## src/rtl/mem_xbar_pkg.sv

```systemverilog
// rtl/mem_xbar_pkg.sv - address map, state types and decode helpers for mem_xbar
package mem_xbar_pkg;

    localparam int MAX_SLAVES = 4;

    // Index order is decode priority: on overlapping windows the lowest index wins.
    localparam logic [63:0] SLAVE_BASE [MAX_SLAVES] = '{
        64'h0000_0000_8000_0000,    // axi
        64'h0000_0000_0200_0000,    // clint
        64'h0000_0000_0100_0000,    // uart
        64'h0000_0000_0000_0000     // bram
    };

    localparam logic [63:0] SLAVE_TOP [MAX_SLAVES] = '{
        64'h0000_0000_9000_0000,
        64'h0000_0000_0200_C000,
        64'h0000_0000_0100_0004,
        64'h0000_0000_0010_0000
    };

    typedef enum logic [1:0] {
        M_IDLE,
        M_WAIT,
        M_ISSUED,
        M_ERR
    } mstate_t;

    typedef enum logic {
        S_FREE,
        S_BUSY
    } sstate_t;

    function automatic logic slave_hit(input int k, input logic [63:0] addr);
        logic hit;
        hit = 1'b0;
        if (k >= 0 && k < MAX_SLAVES)
            hit = (addr >= SLAVE_BASE[k[1:0]]) && (addr < SLAVE_TOP[k[1:0]]);
        return hit;
    endfunction

    function automatic logic [63:0] slave_base(input int k);
        logic [63:0] base;
        base = 64'd0;
        if (k >= 0 && k < MAX_SLAVES)
            base = SLAVE_BASE[k[1:0]];
        return base;
    endfunction

endpackage

```

## src/rtl/mem_xbar_rr_arbiter.sv

```systemverilog
// rtl/mem_xbar_rr_arbiter.sv - round-robin arbiter with one-hot grant
module rr_arbiter #(
    parameter int N = 2
) (
    input  logic         clock,
    input  logic         reset,
    input  logic [N-1:0] req,
    input  logic         advance,
    output logic [N-1:0] grant
);

    localparam int PW = (N > 1) ? $clog2(N) : 1;

    logic [PW-1:0] ptr;
    logic [PW-1:0] win;
    logic [PW-1:0] idx;
    logic          found;

    // Search starts at ptr so the most recent winner has lowest priority next time.
    always_comb begin
        grant = '0;
        win   = '0;
        idx   = '0;
        found = 1'b0;
        for (int i = 0; i < N; i++) begin
            idx = PW'((int'(ptr) + i) % N);
            if (!found && req[idx]) begin
                grant[idx] = 1'b1;
                win        = idx;
                found      = 1'b1;
            end
        end
    end

    always_ff @(posedge clock) begin
        if (reset)
            ptr <= '0;
        else if (advance && found)
            ptr <= (win == PW'(N - 1)) ? '0 : win + PW'(1);
    end

endmodule

```

## src/rtl/mem_xbar.sv

```systemverilog
// rtl/mem_xbar.sv - multi-master to multi-slave memory crossbar with per-slave round-robin
module mem_xbar
    import mem_xbar_pkg::*;
#(
    parameter int NUM_MASTERS = 2,
    parameter int NUM_SLAVES  = 4,
    parameter int ADDR_WIDTH  = 32,
    parameter int DATA_WIDTH  = 32
) (
    input  logic                                    clock,
    input  logic                                    reset,
    input  logic [NUM_MASTERS-1:0]                  m_valid,
    input  logic [NUM_MASTERS-1:0]                  m_instr,
    input  logic [NUM_MASTERS-1:0][ADDR_WIDTH-1:0]  m_addr,
    input  logic [NUM_MASTERS-1:0][DATA_WIDTH-1:0]  m_wdata,
    input  logic [NUM_MASTERS-1:0][DATA_WIDTH/8-1:0] m_wstrb,
    output logic [NUM_MASTERS-1:0][DATA_WIDTH-1:0]  m_rdata,
    output logic [NUM_MASTERS-1:0]                  m_ready,
    output logic [NUM_MASTERS-1:0]                  m_error,
    output logic [NUM_SLAVES-1:0]                   s_valid,
    output logic [NUM_SLAVES-1:0]                   s_instr,
    output logic [NUM_SLAVES-1:0][ADDR_WIDTH-1:0]   s_addr,
    output logic [NUM_SLAVES-1:0][DATA_WIDTH-1:0]   s_wdata,
    output logic [NUM_SLAVES-1:0][DATA_WIDTH/8-1:0] s_wstrb,
    input  logic [NUM_SLAVES-1:0][DATA_WIDTH-1:0]   s_rdata,
    input  logic [NUM_SLAVES-1:0]                   s_ready
);

    localparam int SW  = DATA_WIDTH / 8;
    localparam int MIW = (NUM_MASTERS > 1) ? $clog2(NUM_MASTERS) : 1;
    localparam int SIW = (NUM_SLAVES > 1) ? $clog2(NUM_SLAVES) : 1;

    logic rst_q;
    logic live;

    mstate_t         m_state [NUM_MASTERS];
    logic [ADDR_WIDTH-1:0] h_addr  [NUM_MASTERS];
    logic [DATA_WIDTH-1:0] h_wdata [NUM_MASTERS];
    logic [SW-1:0]         h_wstrb [NUM_MASTERS];
    logic                  h_instr [NUM_MASTERS];
    logic [SIW-1:0]        h_tgt   [NUM_MASTERS];

    sstate_t         s_state [NUM_SLAVES];
    logic [MIW-1:0]  s_owner [NUM_SLAVES];

    logic [NUM_MASTERS-1:0] d_hit;
    logic [SIW-1:0]         d_idx [NUM_MASTERS];
    logic [ADDR_WIDTH-1:0]  d_off [NUM_MASTERS];

    logic [NUM_MASTERS-1:0] c_want;
    logic [SIW-1:0]         c_tgt   [NUM_MASTERS];
    logic [ADDR_WIDTH-1:0]  c_addr  [NUM_MASTERS];
    logic [DATA_WIDTH-1:0]  c_wdata [NUM_MASTERS];
    logic [SW-1:0]          c_wstrb [NUM_MASTERS];
    logic                   c_instr [NUM_MASTERS];

    logic [NUM_MASTERS-1:0] arb_req [NUM_SLAVES];
    logic [NUM_MASTERS-1:0] arb_gnt [NUM_SLAVES];
    logic [NUM_SLAVES-1:0]  arb_adv;
    logic [MIW-1:0]         gnt_idx [NUM_SLAVES];
    logic [NUM_MASTERS-1:0] m_granted;
    logic [NUM_MASTERS-1:0] m_done;
    logic [NUM_SLAVES-1:0]  s_rel;

    // Outputs and requests stay quiet for the reset cycle and the one after it.
    assign live = !reset && !rst_q;

    always_comb begin
        for (int m = 0; m < NUM_MASTERS; m++) begin
            d_hit[m] = 1'b0;
            d_idx[m] = '0;
            d_off[m] = '0;
            for (int k = NUM_SLAVES - 1; k >= 0; k--) begin
                if (slave_hit(k, 64'(m_addr[m]))) begin
                    d_hit[m] = 1'b1;
                    d_idx[m] = SIW'(k);
                    d_off[m] = ADDR_WIDTH'(64'(m_addr[m]) - slave_base(k));
                end
            end
        end
    end

    // An idle master requests straight from its inputs; a waiting one from its holding register.
    always_comb begin
        for (int m = 0; m < NUM_MASTERS; m++) begin
            c_want[m] = live && (((m_state[m] == M_IDLE) && m_valid[m] && d_hit[m])
                                 || (m_state[m] == M_WAIT));
            if (m_state[m] == M_IDLE) begin
                c_tgt[m]   = d_idx[m];
                c_addr[m]  = d_off[m];
                c_wdata[m] = m_wdata[m];
                c_wstrb[m] = m_wstrb[m];
                c_instr[m] = m_instr[m];
            end else begin
                c_tgt[m]   = h_tgt[m];
                c_addr[m]  = h_addr[m];
                c_wdata[m] = h_wdata[m];
                c_wstrb[m] = h_wstrb[m];
                c_instr[m] = h_instr[m];
            end
        end
    end

    always_comb begin
        for (int k = 0; k < NUM_SLAVES; k++) begin
            arb_req[k] = '0;
            for (int m = 0; m < NUM_MASTERS; m++)
                arb_req[k][m] = c_want[m] && (c_tgt[m] == SIW'(k)) && (s_state[k] == S_FREE);
            arb_adv[k] = |arb_req[k];
        end
    end

    for (genvar k = 0; k < NUM_SLAVES; k++) begin : g_arb
        rr_arbiter #(.N(NUM_MASTERS)) u_arb (
            .clock   (clock),
            .reset   (reset),
            .req     (arb_req[k]),
            .advance (arb_adv[k]),
            .grant   (arb_gnt[k])
        );
    end

    always_comb begin
        s_valid   = '0;
        s_instr   = '0;
        s_addr    = '0;
        s_wdata   = '0;
        s_wstrb   = '0;
        m_granted = '0;
        for (int k = 0; k < NUM_SLAVES; k++) begin
            gnt_idx[k] = '0;
            for (int m = 0; m < NUM_MASTERS; m++) begin
                if (arb_gnt[k][m]) begin
                    gnt_idx[k]   = MIW'(m);
                    m_granted[m] = 1'b1;
                    s_valid[k]   = 1'b1;
                    s_instr[k]   = c_instr[m];
                    s_addr[k]    = c_addr[m];
                    s_wdata[k]   = c_wdata[m];
                    s_wstrb[k]   = c_wstrb[m];
                end
            end
        end
    end

    // A response only counts when it comes from a busy slave owned by the waiting master.
    always_comb begin
        m_ready = '0;
        m_error = '0;
        m_rdata = '0;
        m_done  = '0;
        for (int k = 0; k < NUM_SLAVES; k++)
            s_rel[k] = live && (s_state[k] == S_BUSY) && s_ready[k];
        for (int m = 0; m < NUM_MASTERS; m++) begin
            if (live && m_state[m] == M_ERR) begin
                m_ready[m] = 1'b1;
                m_error[m] = 1'b1;
            end else if (m_state[m] == M_ISSUED) begin
                for (int k = 0; k < NUM_SLAVES; k++) begin
                    if (s_rel[k] && (h_tgt[m] == SIW'(k)) && (s_owner[k] == MIW'(m))) begin
                        m_done[m]  = 1'b1;
                        m_ready[m] = 1'b1;
                        m_rdata[m] = s_rdata[k];
                    end
                end
            end
        end
    end

    always_ff @(posedge clock) begin
        rst_q <= reset;
        if (reset) begin
            for (int m = 0; m < NUM_MASTERS; m++) begin
                m_state[m] <= M_IDLE;
                h_addr[m]  <= '0;
                h_wdata[m] <= '0;
                h_wstrb[m] <= '0;
                h_instr[m] <= 1'b0;
                h_tgt[m]   <= '0;
            end
            for (int k = 0; k < NUM_SLAVES; k++) begin
                s_state[k] <= S_FREE;
                s_owner[k] <= '0;
            end
        end else begin
            for (int m = 0; m < NUM_MASTERS; m++) begin
                case (m_state[m])
                    M_IDLE: begin
                        if (live && m_valid[m]) begin
                            if (d_hit[m]) begin
                                h_addr[m]  <= d_off[m];
                                h_wdata[m] <= m_wdata[m];
                                h_wstrb[m] <= m_wstrb[m];
                                h_instr[m] <= m_instr[m];
                                h_tgt[m]   <= d_idx[m];
                                m_state[m] <= m_granted[m] ? M_ISSUED : M_WAIT;
                            end else begin
                                m_state[m] <= M_ERR;
                            end
                        end
                    end
                    M_WAIT:   if (m_granted[m]) m_state[m] <= M_ISSUED;
                    M_ISSUED: if (m_done[m]) m_state[m] <= M_IDLE;
                    default:  m_state[m] <= M_IDLE;
                endcase
            end
            for (int k = 0; k < NUM_SLAVES; k++) begin
                if (s_rel[k]) begin
                    s_state[k] <= S_FREE;
                end else if (|arb_gnt[k]) begin
                    s_state[k] <= S_BUSY;
                    s_owner[k] <= gnt_idx[k];
                end
            end
        end
    end

endmodule

```

## config.mk

```make
export PLATFORM = sky130hd
export DESIGN_NAME = mem_xbar
export DESIGN_NICKNAME = d
export VERILOG_FILES = /design/src/rtl/mem_xbar_pkg.sv /design/src/rtl/mem_xbar_rr_arbiter.sv /design/src/rtl/mem_xbar.sv
export SDC_FILE = /design/constraint.sdc
export NUM_CORES = 1
export LEC_CHECK = 0
export BUFFER_PORTS_ARGS = -buffer_cell sky130_fd_sc_hd__buf_2
export CAP_MARGIN = 25
export CORE_AREA = 2 2 242 244
export DETAILED_ROUTE_END_ITERATION = 6
export DIE_AREA = 0 0 244 246
export PLACE_DENSITY = 0.49
export SETUP_SLACK_MARGIN = 0.1
export SLEW_MARGIN = 30
export SYNTH_ARGS = -nofsm -noshare
export SYNTH_HDL_FRONTEND = slang
export SYNTH_SLANG_ARGS = --single-unit
```

## constraint.sdc

```tcl
create_clock -name clock -period 9.9 [get_ports clock]
set_input_delay 0.495 -clock clock [delete_from_list [all_inputs] [get_ports clock]]
set_output_delay 0.495 -clock clock [all_outputs]
set_load 0.01 [all_outputs]
```

Word level (Yosys, flattened, before mapping)
Memories as Yosys holds them, arrays and structs flattened.
Index checks and enable logic that the tools add are counted.

word-level totals
  memory bits (writable) = 154
  register bits after elaboration = 5
  memories kept = 8
  logic and storage cells = 504

operators by class
  $add $sub $neg = 16
  eq/ne operators = 18
  bitwise logic cells = 44
  multiplexer cells = 286
  reduce and logical (&&, ||, !) cells = 97
  order comparisons = 30

memory list
  name         words  bits a word  read ports  clocked after Yosys merged registers in  write ports  line            source
  h_addr       2      32           2           0                                        2            mem_xbar.sv:37  logic [ADDR_WIDTH-1:0] h_addr [NUM_MASTERS];
  h_wdata      2      32           2           0                                        2            mem_xbar.sv:38  logic [DATA_WIDTH-1:0] h_wdata [NUM_MASTERS];
  h_wstrb      2      4            2           0                                        2            mem_xbar.sv:39  logic [SW-1:0] h_wstrb [NUM_MASTERS];
  h_tgt        2      2            2           0                                        2            mem_xbar.sv:41  logic [SIW-1:0] h_tgt [NUM_MASTERS];
  m_state      2      2            2           0                                        2            mem_xbar.sv:36  mstate_t m_state [NUM_MASTERS];
  s_owner      4      1            4           0                                        4            mem_xbar.sv:44  logic [MIW-1:0] s_owner [NUM_SLAVES];
  +2 memories  --     --           --          --                                       --           --

operator list
  operator                                                              number
  two-way mux 32 bit                                                    52
  subtractor 32 bit                                                     8
  two-way mux 1 bit                                                     182
  logical AND 1 bit                                                     73
  greater-or-equal comparator 32 x 25 -> 1 bit (second input constant)  2
  greater-or-equal comparator 32 x 26 -> 1 bit (second input constant)  2
  greater-or-equal comparator 32 bit (second input constant)            2
  less-than comparator 32 x 21 -> 1 bit (second input constant)         2
  less-than comparator 32 x 25 -> 1 bit (second input constant)         2
  less-than comparator 32 x 26 -> 1 bit (second input constant)         2
  less-than comparator 32 bit (second input constant)                   2
  two-way mux 2 bit                                                     32
  two-way mux 4 bit                                                     12
  OR 1 bit                                                              32
  equality test 2 bit (second input constant)                           12
  less-than comparator 1 x 2 -> 1 bit (second input constant)           8
  OR reduction 2 bit                                                    8
  equality test 2 x 1 -> 1 bit (second input constant)                  6
  logical NOT 2 bit                                                     6
  adder 1 bit (second input constant)                                   8
  demux 1 bit (select 1 bit)                                            8
  greater-or-equal comparator 1 bit (second input constant)             8
  inverter 1 bit                                                        8
  OR 2 bit                                                              4
  3 further kinds                                                       10

Depth between registers and ports, before layout
  depth after elaboration = 27
  depth in mapped cells = 14
  gate-level depth less buffers = 11

Cells and area by module
From an unflattened synthesis, not the netlist that was laid out.

second synthesis, totals
  cell total of the unflattened synthesis = 1378
  area total of the unflattened synthesis = 13281.5 µm²

modules (own cells, without submodules)
  module      cells each  instances  sequential area each (µm²)  area each (µm²)
  mem_xbar    1350        1          4644.5                      13021.2
  rr_arbiter  7           4          20.0                        65.1

Worst setup path before layout
No wires, ideal clock.

  path kind = input port to flip-flop
  start = input port m_addr[25] (netlist name)
  end = memory h_addr[0][0], enable pin
  data arrival time = 6860 ps
  cell stages on the path = 9
  setup slack = 2442 ps
  buffers on the path = 1
  required time = 9302 ps
  path through = inv_1 ha_1 nor3b_1 o2111ai_1 a211o_1 buf_2 nand4_1 inv_1 o21ai_0

RTL lines
  item             line            source
  start, declared  mem_xbar.sv:14  input logic [NUM_MASTERS-1:0][ADDR_WIDTH-1:0] m_addr,
  end, declared    mem_xbar.sv:37

==> impl_results.md <==
- Outcome: finished with violations
- Violated checks: design-rule violations
- Slowest stage delay, CP: roughly 0.8 ns
- Initial DRC count: ~1200
- First-pass GRT wire length: around 91000 µm
- Via/cell ratio: 5.48
- Register area share after synthesis: 0.372
- Worst path slowest cell: o2111ai_4
- Share of flip-flops with an asynchronous set or reset: 0
- Startpoint Class: flop
- Clock Power Share: 0.365
- Unique masters post-synth: 68
- Die area: between 0.06 and 0.07 mm²
- Clock transition at path regs: approximately 0.07 ns
- Final core occ: 0.300
- Register area: roughly 0.0047 mm²
- Number of H-tree levels: 4
- Syn Area/Cell: ~9 µm²
- Worst rel slew slack: 0.334
- Minimum clock period: approximately 5 ns
- Critical path cell sequence: or2_2 > and2_1 > a31oi_1 > o21ai_1 > nand3_1 > o2111ai_4 > buf_4 > o22ai_1 > buf_2
- Synth Net Count: between 1500 and 2000
- Post-synthesis compound-gate area fraction: 0.259
- Gr usage total: 0.200
- EDFF count, synth: approximately 150
- # fillers: approximately 6200
- Setup TNS: 0 ns
- CP Data Required Time: about 9.4 ns
- Worst min-delay path class: primary input to flop
- Max-cap violations: 0
- Die X: 244 µm
- Area contributors post-synth: edfxtp_1 36%, o22ai_1 12%, mux2i_1 6.0%, mux2_2 5.8%, a222oi_1 5.0%
- Critical Path Fanout Max: 47
- Critical path endpoint category: primary output
- Post-synthesis simple-gate area fraction: 0.186
- Post-synth top cells: 243 x o22ai_1, 154 x edfxtp_1, 108 x nor2_1
- Layout cell share with drive strength beyond 1: 0.413
- Final WL: about 64000 µm
- Tot Pwr: roughly 1800 µW
- Routed length per instance: around 24 µm
- Multi-input gate area in the final layout: approximately 0.0075 mm²
- Grt ovf: 0
- Count leader, synth: o22ai_1
- HPWL after DPL: about 47000 µm
- Starting Density: 0.222
- Vias in the first global route: between 10000 and 15000
- Worst Tran Pin Value: 0.999 ns
- # nets final: about 2200
- Final GP Congestion: 0.920
- Max-slew violations: 0
- Die H: around 250 µm
- Num CTS Buffers: 17
- Initial antenna violation count: 18
- Final Hold Vio Count: 0
- Cts repair resizes: 0
- Adder-cell share of the synthesized area: 0.0138
- P&R area growth vs syn: 35.1%
- Yosys top cell area share: 0.364
- Pwr dens: roughly 110 mW/mm²
- Largest net degree at the start of global routing: 88
- Synth warn: 0
- Worst EP arrival: 4.52 ns
- Io pins: a little over 600
- Reg power frac: 0.423
- Drc violations: 9
- Delay-heaviest family, CP: compound AO/OA/AOI/OAI gates
- Pre-antenna DRT Iters: 7
- Leakage: about 0.0075 µW
- CTS tree: yes
- #FFs+latches synth: between 150 and 200
- Final Cycle Share: 0.507
- Switch share: 0.319
- FMAX: 199 MHz
- Main combinational cell family by area after synthesis: compound AO/OA/AOI/OAI gates
- Worst VDD drop: between 0.1 and 0.15 mV
- Post-DRT Antenna Nets: 0
- FP Rows: 88
- Worst Setup Path Type: flop to primary output
- DR vias: 14700
- Core area: 0.0574 mm²
- Main synth FF type: edfxtp_1
- Switching power: 586 µW
- Max Buffers Root-to-Sink: 2
- Clock sink count: 159
- Post-synth top area cell: edfxtp_1
- CP Buf/Inv Count: 2
- Final setup fails: 0
- Number of I/O port buffers: 621
- Multiplexer share of the synthesized area: 0.117
- Root buffer cell: clkbuf_16
- Comb power frac: 0.212
- Clock Latency Late Sink: slightly below 0.5 ns
- Synthesized area: between 0.01 and 0.015 mm²
- Internal power: 1250 µW
- Setup bufs post-CTS: 0
- CTS Hold Buffers Added: 0
- Post-synthesis xor/xnor area fraction: 0.000689
- RSZ-0062 raised after global routing: no
- Final hold slack: a little over 0.3 ns
- Cells after Synth: about 1400
- Setup Skew: a little over 0.009 ns
==> kinds of logic (layout without fill, tap and decap cells) <==
group                      count (synthesis)  after routing
muxes                                    141            141
other                                      0              8
adders and majority gates                 14             14
DFF                                      159            159
xor gates and xnor gates                   1              1
buffers and inverters                    159            702
and+or+nand+nor                          417            417
AOI/OAI and AO/OA                        480            480
==> power by group through the flow <==
stage | Sequential, µW | Clock [µW] | Combinational, µW
after floorplan | 790 | 0 | 211
after global placement | 790 | 0 | 381
after detailed placement | 790 | 0 | 385
after CTS | 776 | 691 | 387
after global routing | 779 | 710 | 417
final | 776 | 669 | 389
==> state kept, by name (all words and copies together) (netlist names), named ones only <==
signal and flops:
rst_q 1, h_wdata 64, h_wstrb 8, s_owner 4, m_state 4, h_addr 64, s_state 4, h_instr 2
h_tgt 4
==> layout make-up <==
cell class / count / area share
diodes: 8 / 0.00116
flip-flops and latches: 159 / 0.275
inverters: 21 / 0.00459
well taps: 765 / 0.0557
clock buffers: 17 / 0.0248
repair buffers: 649 / 0.196
multi-input cells: 1053 / 0.435
clock inverters: 15 / 0.00786
==> through the flow <==
step | setup slack, ns | cell area (µm²) | cells
3_5_place_dp | 5.05 | 16600 | 2647
3_3_place_gp | 5.02 | 16500 | 2645
5_1_grt | 4.58 | 17200 | 2687
2_1_floorplan | 2.44 | 12700 | 1371
4_1_cts | 4.54 | 17100 | 2679
6_report | 4.88 | 17200 | 2687
==> cell usage in the layout (no fill, tap or decap), types with 3 or more instances in the layout <==
cell type	synthesis	final
a211oi_1	3	3
a21oi_1	50	50
a221oi_1	4	4
a222oi_1	64	64
a22oi_1	26	26
a31oi_1	3	3
and2_1	57	57
and3_1	32	32
buf_2	42	621
buf_4	1	23
buf_6	0	3
clkbuf_16	0	17
dfxtp_1	5	5
diode_2	0	8
edfxtp_1	154	154
ha_1	14	14
inv_1	21	21
inv_6	0	5
mux2_2	65	65
mux2i_1	76	76
nand2_1	27	26
nand2b_1	6	6
nand3_1	15	14
nand3b_1	32	32
nand4_1	7	7
nor2_1	108	105
nor2b_1	78	78
nor3_1	15	13
nor3_2	2	4
nor4_1	8	8
nor4_2	4	4
o2111ai_1	4	3
o21ai_0	44	42
o21ai_1	8	8
o22ai_1	243	243
or2_2	7	7
or3_1	6	5
==> path summary, 6_finish.rpt <==
kind / startpoint / endpoint / slack, ns / cells past startpoint
worst max-delay path: m_state[0][0]$_SDFFCE_PP0P_ / s_wdata[38] / 4.88 / 9
worst min-delay path: reset / rst_q$_DFF_P_ / 0.30 / 1
worst max register to register: m_state[0][0]$_SDFFCE_PP0P_ / m_state[1][0]$_DFFE_PP_ / 5.53 / 10
worst min register to register: flop / flop / 0.52 / 1
==> layer usage <==
metal	track usage	up-vias	part of all wire
met5	0	-	0.0013
met2	0.343	870	0.49
met4	0.0777	14	0.033
met3	0.0489	132	0.081
met1	0.242	7157	0.39
li1	-	6559	-
Note: power is estimated with default switching activity, not from simulation.
